`src/rtl/sigmoid_act_pipe.sv`:
```
// 3-stage signed sigmoid: |x| -> table index (S1), table read (S2), symmetry fold (S3).
// Optional linear interpolation between table entries when SIGMOID_INTERP_EN is defined.
module sigmoid_act_pipe #(
  parameter int IN_W       = 16,
  parameter int IN_FRAC    = 8,
  parameter int STEP_SHIFT = 5,
  parameter int ADDR_W     = 6,
  parameter int LUT_DEPTH  = 49,
  parameter int OUT_W      = 16
) (
  input  logic             clk,
  input  logic             rst,
  input  logic             in_valid,
  output logic             in_ready,
  input  logic [IN_W-1:0]  in_x,
  output logic             out_valid,
  input  logic             out_ready,
  output logic [OUT_W-1:0] out_y,
  output logic             out_sat
);
  localparam int STAGES = 3;
  // Table below is sampled at step 2^(STEP_SHIFT-IN_FRAC) = 1/8.
  localparam int unused_step_exp = STEP_SHIFT - IN_FRAC;

  // entry k = min(255, round(256*sigmoid(k/8))), k = 0..48; padded to the full address space
  localparam logic [0:63][7:0] LUT = {
    8'd128, 8'd136, 8'd144, 8'd152, 8'd159, 8'd167, 8'd174, 8'd181,
    8'd187, 8'd193, 8'd199, 8'd204, 8'd209, 8'd214, 8'd218, 8'd222,
    8'd225, 8'd229, 8'd232, 8'd234, 8'd237, 8'd239, 8'd241, 8'd242,
    8'd244, 8'd245, 8'd246, 8'd248, 8'd248, 8'd249, 8'd250, 8'd251,
    8'd251, 8'd252, 8'd252, 8'd253, 8'd253, 8'd254, 8'd254, 8'd254,
    8'd254, 8'd254, 8'd255, 8'd255, 8'd255, 8'd255, 8'd255, 8'd255,
    8'd255, 8'd255, 8'd255, 8'd255, 8'd255, 8'd255, 8'd255, 8'd255,
    8'd255, 8'd255, 8'd255, 8'd255, 8'd255, 8'd255, 8'd255, 8'd255
  };

  typedef struct packed {
    logic                  sign;
    logic                  sat;
    logic [ADDR_W-1:0]     idx;
`ifdef SIGMOID_INTERP_EN
    logic [STEP_SHIFT-1:0] frac;
`endif
  } s1_t;

  typedef struct packed {
    logic                  sign;
    logic                  sat;
    logic [7:0]            lo;
`ifdef SIGMOID_INTERP_EN
    logic [7:0]            hi;
    logic [STEP_SHIFT-1:0] frac;
`endif
  } s2_t;

  logic [STAGES:1] vld_pipe;
  s1_t             s1, s1_n;
  s2_t             s2, s2_n;
  logic            adv, clamp;
  logic [IN_W-1:0] mag, idx_full;
  logic [7:0]      p;
  logic [8:0]      p9;

  assign adv       = ~out_valid | out_ready;
  assign in_ready  = adv;
  assign out_valid = vld_pipe[STAGES];

  // Unsigned magnitude: -2^(IN_W-1) maps to 2^(IN_W-1) without overflow.
  assign mag      = in_x[IN_W-1] ? (~in_x + 1'b1) : in_x;
  assign idx_full = mag >> STEP_SHIFT;
  assign clamp    = idx_full >= IN_W'(LUT_DEPTH - 1);

  always_comb begin
    s1_n      = '0;
    s1_n.sign = in_x[IN_W-1];
    s1_n.sat  = clamp;
    s1_n.idx  = clamp ? ADDR_W'(LUT_DEPTH - 1) : idx_full[ADDR_W-1:0];
`ifdef SIGMOID_INTERP_EN
    s1_n.frac = clamp ? '0 : mag[STEP_SHIFT-1:0];
`endif
  end

  always_comb begin
    s2_n      = '0;
    s2_n.sign = s1.sign;
    s2_n.sat  = s1.sat;
    s2_n.lo   = LUT[s1.idx];
`ifdef SIGMOID_INTERP_EN
    s2_n.hi   = LUT[ADDR_W'(s1.idx + 1'b1)];
    s2_n.frac = s1.frac;
`endif
  end

`ifdef SIGMOID_INTERP_EN
  logic signed [8:0]            delta;
  logic signed [STEP_SHIFT+8:0] prod;
  assign delta = $signed({1'b0, s2.hi}) - $signed({1'b0, s2.lo});
  assign prod  = delta * $signed({1'b0, s2.frac});
  assign p     = s2.lo + 8'(prod >>> STEP_SHIFT);
`else
  // Step approximation: fractional bits of |x| do not contribute.
  logic unused_frac;
  assign unused_frac = ^mag[STEP_SHIFT-1:0];
  assign p           = s2.lo;
`endif

  assign p9 = s2.sign ? (9'd256 - {1'b0, p}) : {1'b0, p};

  always_ff @(posedge clk) begin
    if (rst) begin
      vld_pipe <= '0;
      s1       <= '0;
      s2       <= '0;
      out_y    <= '0;
      out_sat  <= 1'b0;
    end else if (adv) begin
      vld_pipe <= {vld_pipe[STAGES-1:1], in_valid};
      s1       <= s1_n;
      s2       <= s2_n;
      // out_y only moves on a real sample so it holds across bubbles
      if (vld_pipe[STAGES-1]) begin
        out_y   <= OUT_W'(p9);
        out_sat <= s2.sat;
      end
    end
  end
endmodule

```
`config.mk`:
```
export PLATFORM = sky130hd
export DESIGN_NAME = sigmoid_act_pipe
export DESIGN_NICKNAME = d
export VERILOG_FILES = /design/src/rtl/sigmoid_act_pipe.sv
export SDC_FILE = /design/constraint.sdc
export NUM_CORES = 1
export LEC_CHECK = 0
export CAP_MARGIN = 20
export CORE_ASPECT_RATIO = 0.9
export CORE_MARGIN = 2
export CORE_UTILIZATION = 40
export DETAILED_ROUTE_END_ITERATION = 6
export PLACE_DENSITY_LB_ADDON = 0.2
export SETUP_SLACK_MARGIN = 0.3
export SYNTH_ARGS = -nofsm -noshare
export SYNTH_HDL_FRONTEND = slang
export SYNTH_SLANG_ARGS = --single-unit
```
`constraint.sdc`:
```
create_clock -name clk -period 1.8 [get_ports clk]
set_clock_uncertainty 0.15 [all_clocks]
set_input_delay 0.36 -clock clk [delete_from_list [all_inputs] [get_ports clk]]
set_output_delay 0.36 -clock clk [all_outputs]
set_load 0.05 [all_outputs]
```
==> results of run 1 <==
worst register-to-register path, stage by stage (launching register included):
cell	delay [ns]
dfxtp_2	0.44
inv_1	0.08
ha_1	0.29
o221ai_1	0.18
o31ai_1	0.12
nor4_1	0.20
nor3_1	0.08
cells by family (layout without fill, tap and decap cells):
family,Yosys count,count (layout)
buffers and inverters,34,88
flip-flops,31,31
AND/OR/NAND/NOR,99,100
AO/OA/AOI/OAI,55,55
adder cells (fa/ha/maj),8,8
XOR/XNOR,13,13
multiplexers,7,7
other,1,7
repair_timing:
action / CTS / global route
gates resized for setup: 73 / 19
pin swaps: 30 / 13
cloned: 0 / 1
buffers inserted: 10 / 1
endpoints found under the setup margin: 24 / 18
power by group:
group          total, mW  internal [mW]  switching (mW)
logic              0.390          0.168           0.221
clock network      0.705          0.448           0.258
registers          0.765          0.721          0.0440
final timing paths:
check                from    end  slack, ns  cells after the start
setup reg to reg    s1[2]   p[3]       0.15                      6
setup / recovery  in_x[1]  s1[0]       0.03                      6
hold / removal      s1[7]  s1[7]       0.31                      2
hold reg to reg     s1[7]  s1[7]       0.31                      2
cell type report:
| class | count | area, um2 | area share, % |
|---|---|---|---|
| repair buffers | 69 | 571 | 19.6 |
| clock buffers | 6 | 82.6 | 2.84 |
| multi-input cells | 190 | 1430 | 49.4 |
| flip-flops and latches | 31 | 646 | 22.2 |
| well taps | 65 | 81.3 | 2.80 |
| inverters | 11 | 56.3 | 1.94 |
| clock inverters | 2 | 35.0 | 1.21 |
state kept, by name, summed over array words and instances (netlist names):
name	flops
s1	8
out_sat	1
out_y	9
s2	2
vld_pipe	3
p	8
per-layer routing:
layer / vias up / share of wire, %
li1: 978 / -
met1: 912 / 45
met2: 46 / 50
met3: 4 / 4.0
met4: 0 / 0.88
met5: - / 0
synth_stat cells (2+ instances only):
cell type,n,area share (%)
inv_1,11,2.1
nand3b_1,2,0.77
o41ai_1,3,1.4
nor2_1,29,5.6
dfxtp_1,31,32
mux2i_1,4,2.1
or3_1,5,1.6
nand2_1,26,5.0
clkbuf_1,15,2.9
o21ai_0,9,2.3
or3_4,2,1.2
nor2b_1,3,0.97
ha_1,8,5.2
xnor2_1,4,1.8
xor2_1,9,4.1
nand3_1,3,0.77
buf_4,7,2.7
nor3_1,14,3.6
nor4_1,3,0.97
o221ai_1,3,1.4
nand2b_1,5,1.6
mux2_2,2,1.2
a21oi_1,12,3.1
o31ai_1,7,2.7
a211oi_1,11,4.3
==> metrics, run 1 <==
pre-CTS setup slack=-0.574 ns; busiest grt layer=met2; final hold slack=0.310 ns; Die Ht=roughly 70 um; Fillers=435; I/O pin count=39; worst setup path class=primary input to register; IO buf count=31; dpl hpwl=3420 um; VDD IR max=approximately 0.00030 V; Max clock buf depth=2; CTS buffer count=5; most common cell after layout, fill and taps aside=buf_4; area share of fa/ha/maj cells after synthesis=5.16%; Total Routing Usage GR=between 10% and 20%; CTS tree=done; Leak Pwr=around 1.2 nW; largest net degree at the start of global routing=29; Syn Area/Cell=around 7.8 um2; Placer Congestion=between 0.8 and 0.9; Critical Path AT=between 1.5 and 2 ns; clock sink total=31; Die Area=roughly 5400 um2; Synth Area in Compound Gates=between 10% and 20%; Startpoint Class=primary input; total power=between 1.5 and 2 mW; CP Buf/Inv Count=1; design area=2910 um2; number of nets in the layout=approximately 340; CP max FO=5; Cells after Synth=roughly 250; vias in the first global route=1,830; dominant synthesized flop cell=dfxtp_1; sequential-to-total area share from yosys stat=around 32%; Area after DPL=between 2000 and 3000 um2; cells along the critical path=buf_6 > or3_4 > nor3_4 > xnor2_1 > a311o_1 > o31ai_1; total gr overflow=0; worst-skew pair later-pin latency=0.28 ns; f_max=between 500 and 600 MHz; Finished Layout Cells=roughly 370; Layout area overhead=49.9%; WL/cell=~13 um; setup_tns=0 ns; Post-synth EDFFs=0; M3 GR Usage=~3.2%; Final Hold Viols=0; drt first-iter violations=between 100 and 150; core area=~4700 um2; grt met1 use=a little under a quarter; Routed Antenna Nets=0; htree depth=2; initial core utilization=40.8%; number of distinct library cells after synthesis=45; DR vias/cell=~5.2; Synth Cell Area=roughly 1900 um2; final WL=around 5000 um; post-synthesis register bit count=31; delay-heaviest family, CP=simple AND/OR/NAND/NOR gates; status=complete, no violations; Yosys warning count=0; Tcrit/Tclk final=between 90% and 100%; first-pass GRT wire length=8130 um; RSZ-0062 raised after global routing=true; post-synthesis simple-gate area fraction=between 20 and 30%; Core Util, Final=approximately 61%; min cycle time layout=between 1.5 and 2 ns; xor-xnor portion of the synthesized cell area=under 10%; num rows=24; drt pass-1 iters=4; share of layout cells above drive strength 1=40.1%; Synth async-reset ratio=0%; number of remaining DRC errors=0; Worst Setup End Kind=register; Min-Delay Path Class=register to register; CTS root buf=clkbuf_8; Clk pin slew, worst setup/hold paths=0.07 ns; PnR worst setup slack=approximately 0.029 ns; fin. max-slew vios=0; initial antenna violation count=0; DR vias=around 1,900; placed cell count=between 300 and 400; mux cell area share after synthesis=~4.4%; required time worst endpoint=between 1.5 and 2 ns; GR Util met2=a little under a third; slowest CP cell=or3_4; antenna cells=0; # setup viols final=0; post-cts hold buffer count=0; pwr dens=approximately 640 nW/um2; most frequent cells in the layout=buf_4, nor2_1, nand2_1; die width=77.4 um; Max-Cap Viols=0; slowest cell delay on critical path=about 0.4 ns; main combinational cell family by area after synthesis=simple AND/OR/NAND/NOR gates
(Power assumes the default switching activity.)
==> run 2, diff against run 1 <==
--- a/config.mk
+++ b/config.mk
@@ -6,11 +6,13 @@
 export NUM_CORES = 1
 export LEC_CHECK = 0
 export CAP_MARGIN = 20
+export CELL_PAD_IN_SITES_DETAIL_PLACEMENT = 2
+export CELL_PAD_IN_SITES_GLOBAL_PLACEMENT = 2
 export CORE_ASPECT_RATIO = 0.9
 export CORE_MARGIN = 2
-export CORE_UTILIZATION = 40
+export CORE_UTILIZATION = 26
 export DETAILED_ROUTE_END_ITERATION = 6
-export PLACE_DENSITY_LB_ADDON = 0.2
+export PLACE_DENSITY_LB_ADDON = 0.1
 export SETUP_SLACK_MARGIN = 0.3
 export SYNTH_ARGS = -nofsm -noshare
 export SYNTH_HDL_FRONTEND = slang
==> run 2 against run 1 <==
  * Via count grew 6.8%
  * Sequential cell count is the same
  * Core utilization shrank 17 points
  * Non-clock buffer count grew 15
  * Global-route usage shrank 1.0 points
  * Critical endpoint is now s1[5]
==> metrics, run 2 (same netlist as run 1, synthesis figures left out) <==
status=complete, no violations; Max-Cap Viols=0 (unchanged); Die Ht=85.9 um (+23%); DR vias/cell=4.98 (-4.0%); worst setup path class=primary input to register; f_max=557 MHz (-1.4%); vias in the first global route=2,221 (+21%); Tcrit/Tclk final=99.7% (+1.4 points); fin. max-slew vios=0 (unchanged); number of nets in the layout=350 (+4.2%); CTS tree=done; Clk pin slew, worst setup/hold paths=0.08 ns (about the same); htree depth=2 (unchanged); Routed Antenna Nets=0 (unchanged); IO buf count=31 (unchanged); Worst Setup End Kind=register; num rows=29 (+21%); most used cell, CP=buf_4; max reg flops=9 (unchanged); share of layout cells above drive strength 1=49.8% (+9.7 points); Hold Crit Endpoint=vld_pipe[1]; slowest CP cell=or3_4; initial core utilization=27.1% (-14 points); Fillers=777 (+79%); pwr dens=561 nW/um2 (-12%); slowest cell delay on critical path=0.41 ns (+0.02 ns); Finished Layout Cells=416 (+11%); worst-skew pair later-pin latency=0.29 ns (about the same); Max-slew headroom=roughly three fifths; DR vias=2,071 (+6.8%); placed cell count=389 (+9.9%); die width=95.0 um (+23%); post-cts hold buffer count=0 (unchanged); Placer Congestion=0.704 (-19%); Layout area overhead=64.5%; antenna cells=0 (unchanged); Leak Pwr=1.27 nW (+7.8%); Worst R2R End=p[3]; CTS root buf=clkbuf_8; number of remaining DRC errors=0 (unchanged); Total Routing Usage GR=17.0% (-1.0 points); CTS buffer count=5 (unchanged); most common cell after layout, fill and taps aside=buf_4; Startpoint Class=primary input; r2r worst-path depth=6 (unchanged); Worst path depth=8 (+2); Critical R2R Launch=s1[3]; flop2flop setup slack=0.14 ns (about the same); core area=7150 um2 (+51%); pre-CTS setup slack=-0.585 ns (-0.0106 ns); Die Area=8160 um2 (+51%); Final Hold Viols=0 (unchanged); drt pass-1 iters=4 (unchanged); Min-Delay Path Class=register to register; drt first-iter violations=63 (-54%); VDD IR max=0.000298 V (-0.99%); final WL=6660 um (+33%); # setup viols final=0 (unchanged); min cycle time layout=1.80 ns (+0.0245 ns); hold path start=vld_pipe[1]; clock sink total=31 (unchanged); required time worst endpoint=1.85 ns (+0.02 ns); RSZ-0062 raised after global routing=true; PnR worst setup slack=0.00462 ns (-0.0245 ns); most flop-heavy register=out_y; worst slew pin tran=~0.59 ns; final hold slack=0.309 ns (-0.00102 ns); most frequent cells in the layout=buf_4, nor2_1, nand2_1, dfxtp_1, buf_6; WL/cell=16.0 um (+20%); Critical Path AT=1.84 ns (+0.04 ns); initial antenna violation count=0 (unchanged); CP Buf/Inv Count=3 (+2); Max clock buf depth=2 (unchanged); Hold Crit Depth=2 (unchanged); CP max FO=3 (-2); delay-heaviest family, CP=simple AND/OR/NAND/NOR gates; cells along the critical path=buf_6 > or3_4 > buf_4 > o41ai_4 > buf_4 > xnor2_2 > nor3_2 > a211oi_1; I/O pin count=39 (unchanged); dpl hpwl=4550 um (+33%); largest net degree at the start of global routing=28 (-3.4%); total power=1.79 mW (-3.8%); first-pass GRT wire length=10,900 um (+34%); total gr overflow=0 (unchanged)
run 2: cell types whose count changed in the layout (fill, tap and decap cells not counted), moves of 3 or more:
cell / delta
buf_6: +8
nor3_2: +3
nor3_1: -3
buf_4: +9
a21oi_1: -3
run 2: cell type report:
cell class                      count  area [um2]  area share [%]
Clock inverter                      1        5.00           0.157
Clock buffer                        7        86.3            2.71
Multi-Input combinational cell    189        1560            49.0
Inverter                           11        61.3            1.92
Timing Repair Buffer               84         713            22.4
Tap cell                           93         116            3.65
Sequential cell                    31         644            20.2
run 2: worst max-delay path by stage:
stage                 start     to  slack (ns)
floorplan           in_x[0]  s1[3]       -0.07
global placement    in_x[5]  s1[3]       -0.54
detailed placement  in_x[0]  s1[3]       -0.59
CTS                 in_x[1]  s1[0]       -0.03
global route        in_x[6]  s1[1]       -0.05
finish              in_x[2]  s1[5]       0.005
run 2: power breakdown:
group	switching (mW)	internal (mW)
combinational	0.248	0.196
sequential	0.0459	0.720
clock	0.270	0.309
total	0.565	1.22
run 2: timing repair:
| action | CTS | global route |
|---|---|---|
| setup endpoints to repair | 25 | 24 |
| gates cloned | 0 | 0 |
| pin swaps | 40 | 16 |
| buffers inserted | 16 | 3 |
| gates resized for setup | 96 | 33 |
| endpoints found under the hold margin | 0 | 0 |
run 2: metrics by stage:
| step | area, um2 | utilization (%) | TNS, ns |
|---|---|---|---|
| 6_report | 3190 | 44.6 | 0 |
| 5_1_grt | 3190 | 44.6 | -0.106 |
| 4_1_cts | 3020 | 42.2 | -0.0275 |
| 3_5_place_dp | 2610 | 36.5 | -5.39 |
| 3_3_place_gp | 2610 | 36.5 | -4.66 |
| 2_1_floorplan | 2120 | - | -0.144 |
run 2: per-layer routing:
layer  wire length [um]  up-vias  GRT usage [%]  part of all wire, %
li1                   -     1007              -                    -
met3                184        6           3.25                  2.8
met5                  0        -              0                    0
met1               2960     1023           21.5                   45
met2               3440       35           29.8                   52
met4                 68        0           4.22                  1.0
run 2: tightest hold or removal path, cell delays in order, from the launching register on:
cell,delay [ns]
dfxtp_1,0.31
nand2_1,0.05
a21oi_1,0.05
==> variant 1, RTL diff (settings of run 1) <==
Set the parameter `ADDR_W` to 5 (it was 6).
--- a/src/rtl/sigmoid_act_pipe.sv
+++ b/src/rtl/sigmoid_act_pipe.sv
@@ -4,7 +4,7 @@
   parameter int IN_W       = 16,
   parameter int IN_FRAC    = 8,
   parameter int STEP_SHIFT = 5,
-  parameter int ADDR_W     = 6,
+  parameter int ADDR_W     = 5,
   parameter int LUT_DEPTH  = 49,
   parameter int OUT_W      = 16
 ) (
Function: changed (Yosys sat finds a counterexample within 4 cycles, from zero or initial values and one cycle with rst high).
==> variant 1 against run 1 <==
Via count is 6.8% lower. Final cell count down 4.0%. Power fell by 10%. First-iteration DRC count is 19% lower. Wire length down 11%. Setup slack worse by 0.16 ns. Synthesized area fell by 3.4%. Worst hold slack got worse by 0.0048 ns. Final area down 5.2%. The flow now finishes with violations (setup timing). Critical endpoint is now s1[3]. Non-clock buffer count grew 2. Register-to-register slack worse by 0.04 ns. Sequential cell count decreased by 1. Clock power is 20% lower.
==> variant 1: results (changes against run 1) <==
Layout
  • Proportion of layout cells with a drive suffix above 1: 38.4% (was 40.1%)
  • Fillers: 393 (was 435)
  • Top reg by flops: out_y (unchanged)
  • Max FFs per register: 9 (unchanged)
  • Cell Count, Final, Fillers Out: 359 (was 374)
  • Fin nets: 322 (was 336)

Critical path
  • CP arrival: 1.94 ns (was 1.80 ns)
  • Worst R2R Start: s1[3] (was s1[2])
  • Crit-path max cell delay: 0.33 ns (was 0.39 ns)
  • Crit path capture: s1[3] (was s1[0])
  • Worst r2r path cells: 6 (unchanged)
  • Internal reg-to-reg setup slack: 0.11 ns (was 0.15 ns)
  • Launch point of the worst path: in_x[8] (was in_x[1])
  • Slowest-stage cell, CP: nor4_4 (was or3_4)
  • Critical path peak fanout: 6 (was 5)

Pwr
  • VDD IR max: 0.268 mV (was 0.301 mV)
  • P_leak: 1.14 nW (was 1.17 nW)

Logic synthesis
  • Post-synth top cells: 30 x dfxtp_1, 30 x nor2_1, 29 x nand2_1, 14 x a21oi_1 (was 31 x dfxtp_1, 29 x nor2_1, 26 x nand2_1, 15 x clkbuf_1, 14 x nor3_1)
  • Synth cell types: 43 (was 45)
  • Post-synth EDFFs: 0 (unchanged)
  • Post-synth ARST share: 0% (unchanged)
  • Mapped Cells: 231 (was 248)
  • Sequential area share after synthesis: 32.1% (was 32.0%)
  • Top cells by area, synth: dfxtp_1 32%, nor2_1 6.0%, nand2_1 5.8% (was dfxtp_1 32%, nor2_1 5.6%, ha_1 5.2%)

Global routing
  • Routing usage on met2: 32.1% (was 31.2%)
  • Pin count of the biggest net entering global routing: 27 (was 29)
  • Met1 GRT Util: 18.7% (was 22.8%)
  • M3 GR Usage: 3.78% (was 3.23%)
  • Total GRT Usage: 16.4% (was 18.1%)
  • Number of global-route vias before repair: 1584 (was 1830)
  • First-pass GRT wire length: 6970 um (was 8130 um)

Worst hold path
  • Min-Delay Path Class: register to register (unchanged)

Placed design
  • HPWL Detailed: 3060 um (was 3420 um)
  • Dpl cells: 340 (was 354)
  • Placement Cell Area: 2430 um^2 (was 2520 um^2)
  • Pre-CTS WS: -0.775 ns (was -0.574 ns)
  • Placer congestion estimate: 0.814 (was 0.868)

Timing
  • Final setup fails: 6 (was 0)
  • Worst setup margin: -0.130 ns (was 0.0291 ns)
  • Setup TNS: -0.723 ns (was 0 ns)

Outcome
  • Outcome: complete, but fails checks (was complete, no violations)
  • Failing checks: setup timing

Routing
  • Drt wl/cell: 12.4 um (was 13.3 um)
  • Initial drt markers: 111 (was 137)
  • Vias per inst: 5.04 (was 5.19)

Clocking
  • Total CTS buffers: 5 (unchanged)
  • H-tree levels: 2 (unchanged)
[variant 1: changes by cell type after synthesis, moves of 4 or more]
cell,change
o31ai_1,-4
nand2b_1,-4
o21ai_0,+4
clkbuf_1,-6
nor3_1,-8
or3_1,-4
[variant 1: worst min-delay path by stage]
stage	start	endpoint	slack, ns	depth (start not counted)
2_1_floorplan	s2[8]	s2[8]	0.28	2
3_3_place_gp	s1[6]	s1[6]	0.29	2
3_5_place_dp	s1[6]	s1[6]	0.30	2
4_1_cts	s1[6]	s1[6]	0.31	2
5_1_grt	vld_pipe[1]	vld_pipe[2]	0.32	2
6_report	s1[6]	s1[6]	0.30	2
[variant 1: repair_timing]
item                                    CTS  global route
pin swaps                                17            14
setup buffers                             9             1
cloned                                    0             1
endpoints found under the setup margin   18            23
gates resized for setup                  61            17
[variant 1: cell families after synthesis]
kind of cell,Yosys count,synth area share (%)
muxes,6,4.14
adders and majority gates,6,4.01
DFF,30,32.1
other,1,0.200
AOI/OAI and AO/OA,57,20.6
buffers and inverters,29,7.82
xor gates and xnor gates,12,5.61
and+or+nand+nor,90,25.6
[variant 1: power by group]
| part | total (mW) | switching (mW) | internal [mW] |
|---|---|---|---|
| Combinational | 0.377 | 0.212 | 0.165 |
| Sequential | 0.727 | 0.0341 | 0.693 |
| Clock | 0.561 | 0.254 | 0.307 |
| Total | 1.66 | 0.500 | 1.16 |
[variant 1: routing by layer]
metal / wire length, um / vias to the layer above
li1: - / 928
met1: 2020 / 837
met2: 2260 / 41
met3: 149 / 2
met4: 20 / 0
met5: 0 / -
[variant 1: area by class of cell]
type	instances	area, um^2	share of cell area [%]
clock buffers	6	82.6	3.00
clock inverters	2	12.5	0.454
inverters	9	36.3	1.32
multi-input cells	179	1330	48.3
flip-flops and latches	30	621	22.5
well taps	62	77.6	2.82
repair buffers	71	594	21.6
==> variant 2, RTL diff (settings of run 1) <==
Without the edit above. Reset style: asynchronous (`rst`), changed in one clocked block.
--- a/src/rtl/sigmoid_act_pipe.sv
+++ b/src/rtl/sigmoid_act_pipe.sv
@@ -106,7 +106,7 @@
 
   assign p9 = s2.sign ? (9'd256 - {1'b0, p}) : {1'b0, p};
 
-  always_ff @(posedge clk) begin
+  always_ff @(posedge clk or posedge rst) begin
     if (rst) begin
       vld_pipe <= '0;
       s1       <= '0;
Behaviour: differs if rst is asserted again (counterexample within 4 cycles, from zero or initial values and one cycle with rst high); with rst held inactive, the same outputs for 10 cycles.
==> variant 2 against run 1 <==
The flow now finishes with violations (setup timing). Wire length is 3.9% higher. Synthesized area is 6.9% higher. Final cell count is 4.0% higher. Sequential cell count unchanged. Fmax decreased by 14%. Setup slack worse by 0.30 ns. Final area up 11%. Largest cell class unchanged.
Power is not compared: it rests on default switching activity, and its combinational part moved more than twofold at a synthesized area within 25%.
==> variant 2: results (changes against run 1) <==
Outcome
  • Failing checks: setup timing
  • Outcome: complete, but fails checks (was complete, no violations)

Clocking
  • Post-CTS setup buffer count: 9 (was 10)

Layout
  • #MultiIn Comb: 182 (was 190)
  • CLK BUF: 7 (was 6)
  • Fillers: 423 (was 435)
  • Non-clock inverters: 10 (was 11)
  • Bufs w/o clock: 93 (was 69)
  • Non-clock buffers, area share: 27.5% (was 19.6%)

Critical path
  • Launch point of the worst path: in_x[12] (was in_x[1])
  • Critical path peak fanout: 7 (was 5)
  • Worst R2R Start: s1[1] (was s1[2])
  • Internal reg-to-reg setup slack: -0.06 ns (was 0.15 ns)
  • Crit path max-delay family: compound AO/OA/AOI/OAI gates (was simple AND/OR/NAND/NOR gates)

Logic synthesis
  • Synth cell types: 49 (was 45)
  • Post-synth top cells: 41 x nand2_1, 31 x dfrtp_1, 21 x nor2_1, 18 x o21ai_0, 11 x xor2_1 (was 31 x dfxtp_1, 29 x nor2_1, 26 x nand2_1, 15 x clkbuf_1, 14 x nor3_1)
  • Top cells by area, synth: dfrtp_1 37%, nand2_1 7.4%, ha_1 4.8% (was dfxtp_1 32%, nor2_1 5.6%, ha_1 5.2%)

Global routing
  • First-pass GRT wire length: 8740 um (was 8130 um)
  • Total GRT Usage: 19.5% (was 18.1%)

Worst hold path
  • Min-Delay Path Class: input pin to async pin (was register to register)

Placed design
  • Placer congestion estimate: 0.825 (was 0.868)
  • HPWL Detailed: 3610 um (was 3420 um)

Timing
  • Setup TNS: -1.84 ns (was 0 ns)
  • Worst setup margin: -0.268 ns (was 0.0291 ns)
  • Final setup fails: 10 (was 0)

Routing
  • Initial drt markers: 70 (was 137)
[variant 2: kinds of logic (layout without fill, tap and decap cells)]
group	after synthesis	in the layout	synth area share [%]
xor+xnor	13	13	5.50
other cells	1	7	0.181
flops	31	31	37.4
buf+inv	29	111	7.37
compound gates	59	59	20.7
mux	6	6	4.17
fa+ha+maj	8	8	4.83
simple gates	89	89	19.9
[variant 2: how the worst max path moves through the flow]
stage | end | slack, ns | depth (start not counted)
4_1_cts | s1[1] | -0.35 | 6
3_5_place_dp | s1[1] | -0.94 | 6
5_1_grt | s1[0] | -0.32 | 6
2_1_floorplan | s1[0] | -0.30 | 5
3_3_place_gp | s1[0] | -0.84 | 6
6_report | s1[1] | -0.27 | 6
[variant 2: through the flow]
| step | instance area, um^2 | utilization, % | hold WS, ns | setup slack, ns |
|---|---|---|---|---|
| global placement | 2750 | 55.8 | 0.300 | -0.839 |
| detailed placement | 2750 | 55.8 | 0.306 | -0.936 |
| floorplan | 2160 | - | 0.289 | -0.296 |
| global route | 3230 | 65.6 | 0.347 | -0.319 |
| finish | 3230 | 65.6 | 0.308 | -0.268 |
| CTS | 3090 | 62.7 | 0.318 | -0.346 |
[variant 2: worst register-to-register path, delay by kind of cell, from the launching register on]
kind	cells	cell delay [ns]
simple gates	2	0.15
compound gates	2	0.26
mux	1	0.47
flops	1	0.45
fa+ha+maj	1	0.26
[variant 2: routing by layer]
layer	GRT usage, %	up-vias	wire [um]
met5	0	-	0
met4	6.78	0	93
li1	-	992	-
met1	24.0	920	2320
met2	33.4	45	2560
met3	4.73	11	207
[variant 2: report_power, final]
part	total (mW)	internal [mW]	switching [mW]
registers	1.04	0.869	0.170
logic	1.92	0.883	1.04
clock network	0.535	0.271	0.264
